[config.mk]
export PLATFORM = sky130hd
export DESIGN_NAME = tiny_dnn_unpool
export DESIGN_NICKNAME = d
export VERILOG_FILES = /design/src/rtl/tiny_dnn_pool_pkg.sv /design/src/rtl/tiny_dnn_pool_addr.sv /design/src/rtl/tiny_dnn_unpool.sv
export SDC_FILE = /design/constraint.sdc
export NUM_CORES = 1
export LEC_CHECK = 0
export CAP_MARGIN = 20
export CORE_UTILIZATION = 56
export CTS_BUF_LIST = sky130_fd_sc_hd__clkbuf_8
export CTS_CLUSTER_SIZE = 28
export DETAILED_ROUTE_END_ITERATION = 7
export PLACE_DENSITY = 0.83
export SETUP_SLACK_MARGIN = 0.15
export SLEW_MARGIN = 20
export SYNTH_ARGS = -nofsm -noshare
export SYNTH_HDL_FRONTEND = slang
export SYNTH_SLANG_ARGS = --single-unit
[constraint.sdc]
create_clock -name clk -period 2.9 [get_ports clk]
set_input_delay 0.58 -clock clk [delete_from_list [all_inputs] [get_ports clk]]
set_output_delay 0.58 -clock clk [all_outputs]
set_load 0.005 [all_outputs]
[src/rtl/tiny_dnn_pool_pkg.sv]
// ---------------------------------------------------------------------------
// tiny_dnn_pool_pkg : widths and lane encoding shared by the pool/unpool blocks
// Rev 1.0
// ---------------------------------------------------------------------------
`default_nettype none

package tiny_dnn_pool_pkg;
  localparam int DW   = 16;
  localparam int IDXW = 16;
  localparam int OWW  = 5;
  localparam int AW   = IDXW - 1;

  // Lane code is {col,row}; matches the forward pool's argmax encoding.
  typedef enum logic [1:0] {
    L_R0C0 = 2'd0,
    L_R1C0 = 2'd1,
    L_R0C1 = 2'd2,
    L_R1C1 = 2'd3
  } lane_e;

  function automatic lane_e lane_of(input logic row, input logic col);
    return lane_e'({col, row});
  endfunction
endpackage

`default_nettype wire

[src/rtl/tiny_dnn_pool_addr.sv]
// ---------------------------------------------------------------------------
// tiny_dnn_pool_addr : raster window-base counter (pa) for 2x2/stride-2 pooling
// Rev 1.0
// ---------------------------------------------------------------------------
`default_nettype none

module tiny_dnn_pool_addr
  import tiny_dnn_pool_pkg::*;
(
  input  logic              clk,
  input  logic              rst_n,
  input  logic              clr,
  input  logic              en,
  input  logic [OWW-1:0]    ow,
  output logic [AW-1:0]     pa
);

  logic [OWW-1:0] px;
  logic           row_end;
  logic [AW-1:0]  ow_ext;

  // 6-bit compare so ow=0 can never match and the row jump is never taken.
  assign row_end = ({1'b0, px} + {{OWW{1'b0}}, 1'b1}) == {1'b0, ow};
  assign ow_ext  = {{(AW-OWW){1'b0}}, ow};

  always_ff @(posedge clk or negedge rst_n) begin
    if (!rst_n) begin
      pa <= '0;
      px <= '0;
    end else if (clr) begin
      pa <= '0;
      px <= '0;
    end else if (en) begin
      if (row_end) begin
        pa <= pa + ow_ext + {{(AW-1){1'b0}}, 1'b1};
        px <= '0;
      end else begin
        pa <= pa + {{(AW-1){1'b0}}, 1'b1};
        px <= px + {{(OWW-1){1'b0}}, 1'b1};
      end
    end
  end

endmodule

`default_nettype wire

[src/rtl/tiny_dnn_unpool.sv]
// ---------------------------------------------------------------------------
// tiny_dnn_unpool : max-pool backward path, routes gradient to the argmax lane
// Rev 1.0
// ---------------------------------------------------------------------------
`default_nettype none

module tiny_dnn_unpool
  import tiny_dnn_pool_pkg::*;
(
  input  logic              clk,
  input  logic              rst_n,
  input  logic              unpool,
  input  logic              u_fin,
  input  logic              en,
  input  logic [OWW-1:0]    ow,
  input  logic [DW-1:0]     gi,
  input  logic [IDXW-1:0]   pi,
  output logic [DW-1:0]     d0,
  output logic [DW-1:0]     d1,
  output logic [DW-1:0]     d2,
  output logic [DW-1:0]     d3,
  output logic              dv,
  output logic              unpool_busy,
  output logic              idx_err
);

  logic [AW-1:0]   pa;
  logic            s1_v;
  logic [DW-1:0]   s1_gi;
  logic [IDXW-1:0] s1_pi;
  logic [AW-1:0]   s1_pa;
  logic            s2_v;
  logic [DW-1:0]   s2_gi;
  lane_e           s2_lane;
  logic            s2_hit;
  logic [AW-1:0]   row1_base;
  logic            row;
  logic            hit;
  logic [DW-1:0]   d_q [4];

  tiny_dnn_pool_addr u_addr (
    .clk   (clk),
    .rst_n (rst_n),
    .clr   (~unpool | u_fin),
    .en    (en),
    .ow    (ow),
    .pa    (pa)
  );

  // S1: capture sample with the pre-update window base.
  always_ff @(posedge clk or negedge rst_n) begin
    if (!rst_n) begin
      s1_v  <= 1'b0;
      s1_gi <= '0;
      s1_pi <= '0;
      s1_pa <= '0;
    end else begin
      s1_v <= unpool & en;
      if (unpool && en) begin
        s1_gi <= gi;
        s1_pi <= pi;
        s1_pa <= pa;
      end
    end
  end

  // Second window row starts ow bases later; modulo-2^15 wrap is intended.
  assign row1_base = s1_pa + {{(AW-OWW){1'b0}}, ow};
  assign row       = (s1_pi[IDXW-1:1] == row1_base);
  assign hit       = row | (s1_pi[IDXW-1:1] == s1_pa);

  always_ff @(posedge clk or negedge rst_n) begin
    if (!rst_n) begin
      s2_v    <= 1'b0;
      s2_gi   <= '0;
      s2_lane <= L_R0C0;
      s2_hit  <= 1'b0;
    end else begin
      s2_v <= unpool & s1_v;
      if (unpool && s1_v) begin
        s2_gi   <= s1_gi;
        s2_lane <= lane_of(row, s1_pi[0]);
        s2_hit  <= hit;
      end
    end
  end

  generate
    for (genvar i = 0; i < 4; i++) begin : g_lane
      always_ff @(posedge clk or negedge rst_n) begin
        if (!rst_n) begin
          d_q[i] <= '0;
        end else if (unpool && s2_v) begin
          d_q[i] <= (s2_hit && (s2_lane == lane_e'(i))) ? s2_gi : '0;
        end
      end
    end
  endgenerate

  always_ff @(posedge clk or negedge rst_n) begin
    if (!rst_n) begin
      dv      <= 1'b0;
      idx_err <= 1'b0;
    end else if (!unpool) begin
      dv      <= 1'b0;
      idx_err <= 1'b0;
    end else begin
      dv <= s2_v;
      if (s2_v && !s2_hit) begin
        idx_err <= 1'b1;
      end
    end
  end

  assign d0          = d_q[0];
  assign d1          = d_q[1];
  assign d2          = d_q[2];
  assign d3          = d_q[3];
  assign unpool_busy = s1_v | s2_v;

endmodule

`default_nettype wire

After elaboration in Yosys (flattened, before gate mapping) --
Index checks and enable logic that the tools add are counted.
Cells by class: $add $sub $neg 6, equality and inequality tests 7, mux-type cells 13, bitwise gates (word level) 6, reduce and logical (&&, ||, !) cells 11
Operators with widths (count):
- $mux W16 | 4
- $mux W15 | 3
- $add A15 B1 Y15 const B | 2
- $add A15 B5 Y15 | 2
- $eq A15 B15 Y1 | 2
- $mux W5 | 3
- $logic_and A1 B1 Y1 | 8
- $add A5 B1 Y6 const B | 1
- $eq A6 B5 Y1 | 1
- $add A5 B1 Y5 const B | 1
- $eq A2 B2 Y1 const B | 2
- $mux W1 | 3
- $or A1 B1 Y1 | 3
- $and A1 B1 Y1 | 2
- $eq A2 B1 Y1 const B | 1
- $logic_not A2 Y1 | 1
- $ne A2 B1 Y1 const B | 1
- $reduce_bool A2 Y1 | 1
- $logic_not A1 Y1 | 1
- $not A1 Y1 | 1
Storage, ports and cells: flip-flop bits (word level) 154, input port bits 42

Longest topological paths before layout --
Gate-level depths: netlist (run 1).
depth after elaboration 5, mapped depth 9, depth with buffers taken out 9

Hierarchy --
A second synthesis (run 1) with hierarchy kept.
Unflattened totals: cell total of the unflattened synthesis 633, area total of the unflattened synthesis 7119.3 sq um
By module, submodules not included:
- tiny_dnn_unpool | instances 1, cells an instance 472, area an instance 5625.4 sq um, seq. area each 3353.2 sq um
- tiny_dnn_pool_addr | instances 1, cells an instance 161, area an instance 1493.9 sq um, seq. area each 500.5 sq um

Worst setup path after synthesis (run 1) --
No wires, ideal clock.
kind input -> register, start input port ow[0], end register s2_hit, library setup time 0.083 ns, data arrival time 2.402 ns, required time 2.817 ns, setup slack 0.415 ns, stages on the path 8, buffers on the path 0, cells stage by stage ha_1 -> fa_1 -> a21oi_1 -> o21ai_0 -> and3_1 -> a2111oi_0 -> nand4_1 -> o21ai_0
On the way: word-level cells in the longest chain between the ends 3
RTL lines:
- from (decl) | line tiny_dnn_unpool.sv:15 | input logic [OWW-1:0] ow,
- $add A15 B5 Y15 | line tiny_dnn_unpool.sv:68 | assign row1_base = s1_pa + {{(AW-OWW){1'b0}}, ow};
- $eq A15 B15 Y1 | line tiny_dnn_unpool.sv:69 | assign row = (s1_pi[IDXW-1:1] == row1_base);
- $or A1 B1 Y1 | line tiny_dnn_unpool.sv:70 | assign hit = row | (s1_pi[IDXW-1:1] == s1_pa);
- to (signal assigned) | line tiny_dnn_unpool.sv:83 | s2_hit <= hit;
- to (decl) | line tiny_dnn_unpool.sv:35 | logic s2_hit;
Every way passes these cells. A chain may end at the register's enable or synchronous reset.

Worst setup path after layout (run 1) --
start input port ow[1], end register u_addr.pa[5]
On the way: word-level cells in the longest chain between the ends 5
RTL lines:
- $add A15 B5 Y15 | line tiny_dnn_pool_addr.sv:35 | pa <= pa + ow_ext + {{(AW-1){1'b0}}, 1'b1};
- $add A15 B1 Y15 | line tiny_dnn_pool_addr.sv:35
- $mux W15 * | line tiny_dnn_pool_addr.sv:34 | if (row_end) begin
- $mux W15 * | line tiny_dnn_pool_addr.sv:33 | end else if (en) begin
- $mux W15 * | line tiny_dnn_pool_addr.sv:30 | end else if (clr) begin
- to (signal assigned) | line tiny_dnn_pool_addr.sv:35
- to (signal assigned) | line tiny_dnn_pool_addr.sv:38 | pa <= pa + {{(AW-1){1'b0}}, 1'b1};
- to (decl) | line tiny_dnn_pool_addr.sv:15 | output logic [AW-1:0] pa
Every way passes the cells marked *; elsewhere a longest branch is shown, timed or not. The select of a mux whose other input is x is not followed.

==> impl_metrics.tcl, run 1 <==
set metrics [dict create \
    status "finished, final reports clean" \
    hp-class "in -> async" \
    rr_startpoint "s1_pa[0]$_DFFE_PN0P_" \
    crit_fanout 10 \
    clk_pin_slew_worst_paths_ns 0.08 \
    synth_xor_area_share_pct 3.98 \
    fp.dieH_um 114 \
    start_util_pct 57.8 \
    yosysSeqAreaShare_pct 55.3 \
    drcViolationCount 0 \
    overflow 0 \
    startpoint_type "primary input" \
    intPower_mw 3.26 \
    netlist_area_mm2 0.00697 \
    placed_area_mm2 0.00839 \
    htree_num_levels 4 \
    portBuffers 108 \
    drive_above_1_share_pct 16.6 \
    antenna_cells 0 \
    cts_post_setup_buffers_inserted 0 \
    p_clk_share_pct 33.9 \
    insertion_delay_ns 0.44 \
    num_io_pins 109 \
    layout_setup_ws_ns 0.305 \
    yosys_register_bits 154 \
    hold_buffers 0 \
    drt_iter0_drc 461 \
    num_rows 40 \
    cap_viol_max_count 0 \
    wl_per_cell_um 17.5 \
    cts_buffer_depth 2 \
    cpMostUsedCell "buf_4" \
    fmax_ghz 0.385 \
    grt_pass1_wl_mm 27.0 \
    synthTopCellsByCount "dfrtp_1 (154), nand2_1 (109), o21ai_0 (81)" \
    detail-route-antenna-nets 0 \
    finalCritPeriodShare_pct 89.5 \
    met1Wirelength_mm 6.93 \
    met2_length_mm 8.27 \
    design.core.area_mm2 0.0121 \
    period_needed_ns 2.60 \
    synth_top_cell_by_area "dfrtp_1" \
    cts_buffers 17 \
    yosysTopAreaCellShare_pct 55.3 \
    top_layer "met4" \
    fin_nets 819 \
    chipWidth_um 114 \
    critPathKind "in -> reg" \
    final_util_pct 72.9 \
    avgSynthCellArea_um2 11.0 \
    clock_sinks 154 \
    switching_share_pct 25.3 \
    finalPower_mw 4.37 \
    synth-compound-area-share_pct 12.0 \
    maxSlewViolCount 0 \
    ff2ff_setup_slack_ns 0.45 \
    wl_met3_um 976 \
    grt_pass1_vias 5369 \
    critical-path-slowest-cell "or4_1" \
    synthMuxAreaShare_pct 10.2 \
    finalSetupViolCount 0 \
    grtUsageTotal_pct 27.3 \
    synth_fa_ha_area_share_pct 2.73 \
    synthSimpleGateAreaFrac_pct 13.9 \
    synth_top_family_by_area "simple AND/OR/NAND/NOR gates" \
    finalHoldViolations 0 \
    grt_max_degree 66 \
    required_ns 3.25 \
    wl_mm 16.5 \
    antenna_found_initial 0 \
    p_per_area_mw_per_mm2 497 \
    ys_types 56 \
    cts_root_buffer "clkbuf_8" \
    avgViaCountPerCell 5.81 \
    relSlewSlack_pct 54.7 \
    synthFlopType "dfrtp_1" \
    rr_worst_depth 8 \
    area_growth_pct 26.1 \
    gp_congestion 0.968 \
    syn_nets 691 \
    cts_tree "yes" \
    dp_slack_ns -0.424 \
    synth_most_common_cell "dfrtp_1" \
    postLayoutCellArea_mm2 0.00879 \
    yosysWarnings 0 \
    synth_edf_count 0 \
    power_frac_comb_pct 11.6 \
    hold_ws_ns 0.112 \
    worst_pin_slew_ns 0.678 \
    rsz0062_at_grt "no" \
    netSwitchingPower_mw 1.10 \
    crit_arrival_ns 2.94 \
    fin_skew_ns 0.0157 \
    floorplan.die_area_mm2 0.0129 \
    crit_chain "clkdlybuf4s50_1 > buf_4 > ha_1 > nor2b_1 > o31a_1 > o21ai_0 > nor4b_2 > buf_4 > or4_1 > a21oi_1" \
    max-vdd-ir-drop_v 0.000245 \
    cp_slowest_stage_delay_ns 0.50 \
    synthCells 635 \
    crit_path_end_kind "flop" \
    postSynth.asyncResetShare_pct 100 \
    hpwl_mm 12.0 \
    timing.rr.end "s2_hit$_DFFE_PN0P_" \
    p_leak_nw 3.75 \
    drtPass1Iterations 5 \
    yosys-top-cells-area "dfrtp_1 (55%), mux2_2 (9.4%), nand2_1 (5.9%)" \
    seqPwrFrac_pct 54.5 \
    via_count 5481 \
]
cell families after synthesis:
group / count (synthesis)
compound gates: 142
xor+xnor: 30
fa+ha+maj: 14
buf+inv: 36
flops: 154
mux: 64
simple gates: 195
layer usage:
metal / GRT usage (%) / vias up
met5: 0 / -
met4: 9.91 / 0
met3: 5.26 / 33
met2: 45.3 / 233
met1: 36.0 / 2708
li1: - / 2507
how the worst max path moves through the flow:
| stage | startpoint | end | slack, ns | cells past startpoint |
|---|---|---|---|---|
| floorplan | ow[0] | s2_hit$_DFFE_PN0P_ | 0.42 | 8 |
| global placement | ow[0] | s2_lane[0]$_DFFE_PN0P_ | -0.23 | 9 |
| detailed placement | ow[0] | s2_hit$_DFFE_PN0P_ | -0.42 | 9 |
| CTS | ow[0] | s2_hit$_DFFE_PN0P_ | 0.15 | 9 |
| global route | ow[0] | s2_hit$_DFFE_PN0P_ | 0.16 | 9 |
| finish | ow[1] | u_addr.pa[5]$_DFFE_PN0P_ | 0.30 | 10 |
state kept, by name, indices dropped and copies added, names as in the netlist:
name	cells
s1_pa	15
d2	16
u_addr.px	5
s1_gi	16
u_addr.pa	15
d0	16
s1_pi	16
s2_v	1
d3	16
dv	1
idx_err	1
s2_hit	1
s2_lane	2
d1	16
s1_v	1
s2_gi	16
power groups by stage:
stage          clock [mW]  sequential, mW  combinational, mW
2_1_floorplan           0            2.39              0.297
3_3_place_gp            0            2.41              0.472
3_5_place_dp            0            2.42              0.492
4_1_cts              1.50            2.38              0.498
5_1_grt              1.61            2.40              0.555
6_report             1.48            2.38              0.506
cell type report:
type | instances | area, um^2
Timing Repair Buffer | 132 | 1290
Clock inverter | 12 | 103
Multi-Input combinational cell | 445 | 3030
Inverter | 13 | 48.8
Fill cell | 853 | 3270
Tap cell | 168 | 210
Sequential cell | 154 | 3850
Clock buffer | 19 | 262
cell usage in the layout, fill, tap and decap left out, types with 12 or more instances in the layout:
cell and n:
clkbuf_8 19, xnor2_1 17, o21ai_0 78, inv_1 14
nand2_1 107, clkdlybuf4s50_1 107, mux2_2 58, a21oi_1 19
buf_4 22, dfrtp_1 154, nand3_1 15, xor2_1 12
worst max-delay path, delay by kind of cell:
family                   cells  cell delay (ns)
AO/OA/AOI/OAI                3             0.42
adder cells (fa/ha/maj)      1             0.26
buffers and inverters        3             0.85
AND/OR/NAND/NOR              3             0.83
timing repair:
action,CTS,global route
pin swaps,0,5
endpoints found under the setup margin,2,2
resized for setup,2,9
endpoints found under the hold margin,0,0
per-stage QoR:
stage / setup TNS (ns) / std cells
3_3_place_gp: -0.736 / 912
3_5_place_dp: -1.80 / 912
4_1_cts: 0 / 943
2_1_floorplan: 0 / 635
6_report: 0 / 943
5_1_grt: 0 / 943
Power figures use the tool's default switching activity.
==> run 2, diff against run 1 <==
--- a/config.mk
+++ b/config.mk
@@ -6,11 +6,11 @@
 export NUM_CORES = 1
 export LEC_CHECK = 0
 export CAP_MARGIN = 20
-export CORE_UTILIZATION = 56
+export CORE_UTILIZATION = 60
 export CTS_BUF_LIST = sky130_fd_sc_hd__clkbuf_8
 export CTS_CLUSTER_SIZE = 28
 export DETAILED_ROUTE_END_ITERATION = 7
-export PLACE_DENSITY = 0.83
+export PLACE_DENSITY = 0.88
 export SETUP_SLACK_MARGIN = 0.15
 export SLEW_MARGIN = 20
 export SYNTH_ARGS = -nofsm -noshare
==> constraint.sdc (replaced) <==
create_clock -name clk -period 3.2 [get_ports clk]
set_input_delay 0.64 -clock clk [delete_from_list [all_inputs] [get_ports clk]]
set_output_delay 0.64 -clock clk [all_outputs]
set_load 0.005 [all_outputs]
==> run 2 against run 1 <==
  * Wire length is 9.1% higher
  * Final area is 1.4% lower
  * Final cell count is 4.0% lower
  * Critical path depth is 1 lower
  * Critical path type unchanged
  * Highest routed layer unchanged
==> impl_metrics.tcl, run 2 (synthesized netlist as in run 1, its figures left out) <==
set metrics [dict create \
    status "finished, final reports clean" \
    antenna_cells 0 \
    multi_input_area_mm2 0.00299 \
    maxSlewViolCount 0 \
    required_ns 3.57 \
    grtUsageTotal_pct 32.2 \
    startpoint_type "primary input" \
    drive_above_1_share_pct 15.0 \
    num_rows 38 \
    dp.cells 874 \
    max-vdd-ir-drop_v 0.000381 \
    insertion_delay_ns 0.47 \
    p_per_area_mw_per_mm2 471 \
    drcViolationCount 0 \
    placed_area_mm2 0.00828 \
    setup_tns_ns 0 \
    hold_buffers 0 \
    grt_pass1_wl_mm 28.6 \
    grt_max_degree 72 \
    crit_arrival_ns 3.21 \
    final_cell_mix "dfrtp_1 (154), nand2_1 (107), clkdlybuf4s50_1 (107)" \
    cap_viol_max_count 0 \
    fmax_ghz 0.352 \
    cts_root_buffer "clkbuf_8" \
    p_leak_nw 3.72 \
    cpMostUsedCell "o21ai_0" \
    critPathKind "in -> reg" \
    area_growth_pct 24.4 \
    hpwl_mm 13.0 \
    layout_setup_ws_ns 0.359 \
    drtPass1Iterations 5 \
    cts_tree "yes" \
    gp_congestion 0.943 \
    finalHoldViolations 0 \
    via_count 5646 \
    portBuffers 108 \
    start_util_pct 62.9 \
    crit_fanout 3 \
    antenna_found_initial 0 \
    wl_mm 18.0 \
    relSlewSlack_pct 53.7 \
    cp_slowest_stage_delay_ns 0.47 \
    drt_iter0_drc 404 \
    hp-class "in -> async" \
    postLayoutCellArea_mm2 0.00867 \
    clk_pin_slew_worst_paths_ns 0.08 \
    rsz0062_at_grt "no" \
    period_needed_ns 2.84 \
    critPathBufInv 1 \
    cts_buffer_depth 2 \
    crit_chain "clkdlybuf4s50_1 > ha_1 > fa_1 > xor3_1 > nor4_1 > o21ai_0 > a2111oi_1 > nand4_1 > o21ai_0" \
    fin_nets 809 \
    fin_skew_ns 0.0119 \
    fp.dieH_um 110 \
    grt_pass1_vias 5715 \
    dp_slack_ns -0.126 \
    wl_per_cell_um 19.9 \
    cts_post_setup_buffers_inserted 0 \
    finalCritPeriodShare_pct 88.8 \
    critical-path-slowest-cell "clkdlybuf4s50_1" \
    final_common_cell "dfrtp_1" \
    fin_cells 905 \
    htree_num_levels 4 \
    finalSetupViolCount 0 \
    floorplan.die_area_mm2 0.0121 \
    chipWidth_um 110 \
    detail-route-antenna-nets 0 \
    worst_pin_slew_ns 0.693 \
    overflow 0 \
    clock_sinks 154 \
    regArea_mm2 0.00385 \
    design.core.area_mm2 0.0111 \
    cts_buffers 17 \
    critPathTopFamily "adder cells" \
    crit_path_end_kind "flop" \
    nFillCells 687 \
    num_io_pins 109 \
    avgViaCountPerCell 6.24 \
]
run 2: cell count changes in the layout (fill, tap and decap cells not counted), moves of 2 or more:
cell | before | now
ha_1 | 10 | 12
o21ai_1 | 3 | 0
o21ai_0 | 78 | 81
buf_4 | 22 | 12
clkinvlp_4 | 5 | 2
a2111oi_2 | 2 | 0
run 2: where the power goes:
group	internal, mW	switching (mW)	total [mW]
Combinational	0.231	0.214	0.446
Sequential	2.07	0.0941	2.16
Clock	0.749	0.725	1.47
run 2: through the flow:
| stage | power, mW | utilization [%] | hold WS (ns) |
|---|---|---|---|
| after detailed placement | 2.64 | 74.7 | 0.472 |
| after floorplan | 2.43 | - | 0.344 |
| after global placement | 2.61 | 74.7 | 0.459 |
| after global routing | 4.22 | 78.3 | 0.179 |
| after CTS | 4.10 | 78.3 | 0.146 |
| final | 4.08 | 78.3 | 0.128 |
run 2: worst paths after layout:
check | to | cells past startpoint | start | slack [ns]
max | s2_hit$_DFFE_PN0P_ | 9 | ow[0] | 0.36
min | d3[12]$_DFFE_PN0P_ | 1 | rst_n | 0.13
max reg2reg | s2_hit$_DFFE_PN0P_ | 8 | s1_pa[0]$_DFFE_PN0P_ | 0.62
min reg2reg | d0[9]$_DFFE_PN0P_ | 2 | d0[9]$_DFFE_PN0P_ | 0.49
max in group asynchronous | s1_pi[7]$_DFFE_PN0P_ | 2 | rst_n | 2.30
min in group clk | d0[9]$_DFFE_PN0P_ | 2 | d0[9]$_DFFE_PN0P_ | 0.49
run 2: layout make-up:
class | instances | share of cell area [%]
Multi-Input combinational cell | 445 | 34.5
Sequential cell | 154 | 44.4
Tap cell | 140 | 2.02
Timing Repair Buffer | 122 | 14.0
Clock inverter | 11 | 1.38
Inverter | 13 | 0.563
Clock buffer | 20 | 3.17
run 2: worst register-to-register path: stages, from the launching register on:
cell       delay, ns
dfrtp_1         0.42
ha_1            0.22
fa_1            0.42
xor3_1          0.37
nor4_1          0.27
o21ai_0         0.15
a2111oi_1       0.29
nand4_1         0.16
o21ai_0         0.20
run 2: what timing repair did:
| item | in CTS | in global routing |
|---|---|---|
| endpoints found under the hold margin | 0 | 0 |
| setup endpoints to repair | 0 | 1 |
| gates resized for setup | 0 | 1 |
run 2: layer usage:
layer  vias to the layer above  track usage, %  share of wire [%]  routed length, um
met5                         -               0                  0                  0
met1                      2834            39.4                 39               7090
met4                         0            15.0                2.7                493
met3                        44            6.58                6.7               1210
li1                       2480               -                  -                  -
met2                       288            55.0                 51               9240
==> run 3, diff against run 2 <==
--- a/config.mk
+++ b/config.mk
@@ -11,6 +11,7 @@
 export CTS_CLUSTER_SIZE = 28
 export DETAILED_ROUTE_END_ITERATION = 7
 export PLACE_DENSITY = 0.88
+export REMOVE_ABC_BUFFERS = 1
 export SETUP_SLACK_MARGIN = 0.15
 export SLEW_MARGIN = 20
 export SYNTH_ARGS = -nofsm -noshare
==> run 3 against run 2 <==
  * Global-route usage is 2.3 points lower
  * Clock-buffer cell count stayed put
  * Via count is 3.3% lower
  * Critical endpoint unchanged
  * Die area unchanged
  * Largest power group unchanged
  * Register-to-register slack worse by 0.09 ns
  * Final cell count grew 0.33%
  * Fmax decreased by 3.4%
==> impl_metrics.tcl, run 3 (synthesized netlist as in run 1, its figures left out) <==
set metrics [dict create \
    status "finished, final reports clean" \
    hold_buffers 0 \
    busiest_layer "met2" \
    use_met3_pct 7.17 \
    antenna_cells 0 \
    design.core.area_mm2 0.0111 \
    fin_nets 811 \
    clk_pin_slew_worst_paths_ns 0.08 \
    setup_tns_ns 0 \
    layout_setup_ws_ns 0.258 \
    finalCritPeriodShare_pct 91.9 \
    use_met2_pct 53.4 \
    avgViaCountPerCell 6.01 \
    p_leak_nw 3.75 \
    relSlewSlack_pct 49.2 \
    htree_num_levels 4 \
    fin_skew_ns 0.00898 \
    hpwl_mm 11.6 \
    crit_fanout 3 \
    cp_slowest_stage_delay_ns 0.47 \
    critPathKind "in -> reg" \
    clock_sinks 154 \
    area_growth_pct 25.0 \
    cts_tree "yes" \
    startpoint_type "primary input" \
    drtPass1Iterations 5 \
    final_common_cell "dfrtp_1" \
    detail-route-antenna-nets 0 \
    max-vdd-ir-drop_v 0.000303 \
    grt_pass1_vias 5416 \
    period_needed_ns 2.94 \
    start_util_pct 62.9 \
    portBuffers 108 \
    finalSetupViolCount 0 \
    finalHoldViolations 0 \
    cts_buffer_depth 2 \
    grt_use_met1_pct 35.4 \
    via_count 5457 \
    final_util_pct 78.7 \
    rsz0062_at_grt "no" \
    floorplan.die_area_mm2 0.0121 \
    grt_max_degree 85 \
    cap_viol_max_count 0 \
    crit_chain "clkdlybuf4s50_1 > ha_1 > fa_1 > xor3_1 > nor4_1 > o21ai_0 > a2111oi_0 > nand4_1 > o21ai_0" \
    num_rows 38 \
    fp.dieH_um 110 \
    grtUsageTotal_pct 30.0 \
    drt_iter0_drc 407 \
    drcViolationCount 0 \
    crit_path_end_kind "flop" \
    crit_arrival_ns 3.32 \
    critical-path-slowest-cell "clkdlybuf4s50_1" \
    cts_buffers 17 \
    required_ns 3.57 \
    fin_cells 908 \
    insertion_delay_ns 0.46 \
    p_per_area_mw_per_mm2 475 \
    chipWidth_um 110 \
    wl_mm 16.6 \
    final_cell_mix "dfrtp_1 (154), nand2_1 (107), clkdlybuf4s50_1 (107)" \
    fmax_ghz 0.340 \
    dp.cells 876 \
    postCtsResizedCells 0 \
    cpMostUsedCell "o21ai_0" \
    wl_per_cell_um 18.3 \
    dp_slack_ns -0.0967 \
    hp-class "in -> async" \
    cts_root_buffer "clkbuf_8" \
    critPathTopFamily "compound AO/OA/AOI/OAI gates" \
    antenna_found_initial 0 \
    num_io_pins 109 \
    gp_congestion 0.871 \
    cts_post_setup_buffers_inserted 0 \
    drive_above_1_share_pct 15.2 \
    grt_pass1_wl_mm 26.7 \
    overflow 0 \
    maxSlewViolCount 0 \
    worst_pin_slew_ns 0.763 \
    critPathBufInv 1 \
]
-- run 3: final cells by class --
type | instances | area (um^2)
Clock buffer | 20 | 275
Clock inverter | 12 | 146
Fill cell | 691 | 2360
Inverter | 13 | 48.8
Multi-Input combinational cell | 445 | 2990
Sequential cell | 154 | 3850
Tap cell | 140 | 175
Timing Repair Buffer | 124 | 1230
-- run 3: worst reg2reg max path: stages (launching register included) --
cell       delay [ns]
dfrtp_1          0.42
ha_1             0.23
fa_1             0.43
xor3_1           0.37
nor4_1           0.23
o21ai_0          0.16
a2111oi_0        0.41
nand4_1          0.17
o21ai_0          0.18
-- run 3: metal layers --
layer  up-vias  wire length (um)
met5         -                 0
met4         0               302
met3        32              1010
met2       225              8730
met1      2716              6580
li1       2484                 -
-- run 3: final timing paths --
path                                 startpoint                 end  slack (ns)  cells after the start
min in group clk              d2[7]$_DFFE_PN0P_   d2[7]$_DFFE_PN0P_        0.48                      2
max reg2reg                s1_pa[0]$_DFFE_PN0P_  s2_hit$_DFFE_PN0P_        0.53                      8
min reg2reg                   d2[7]$_DFFE_PN0P_   d2[7]$_DFFE_PN0P_        0.48                      2
max in group asynchronous                 rst_n  s2_hit$_DFFE_PN0P_        2.08                      2
min                                       rst_n   d3[1]$_DFFE_PN0P_        0.24                      1
max                                       ow[0]  s2_hit$_DFFE_PN0P_        0.26                      9
-- run 3: power by group --
| group | internal [mW] | switching, mW | total, mW | leakage [nW] |
|---|---|---|---|---|
| clock network | 0.830 | 0.707 | 1.54 | 0.222 |
| registers | 2.07 | 0.0883 | 2.16 | 2.04 |
| logic | 0.233 | 0.212 | 0.444 | 1.48 |
| total | 3.13 | 1.01 | 4.14 | 3.75 |
-- run 3: stage by stage --
step,power (mW),hold slack [ns],area [um^2]
after global placement,2.60,0.460,8290
after detailed placement,2.63,0.470,8290
final,4.14,0.240,8710
after global routing,4.29,0.267,8710
after CTS,4.16,0.253,8710
after floorplan,2.43,0.344,6890
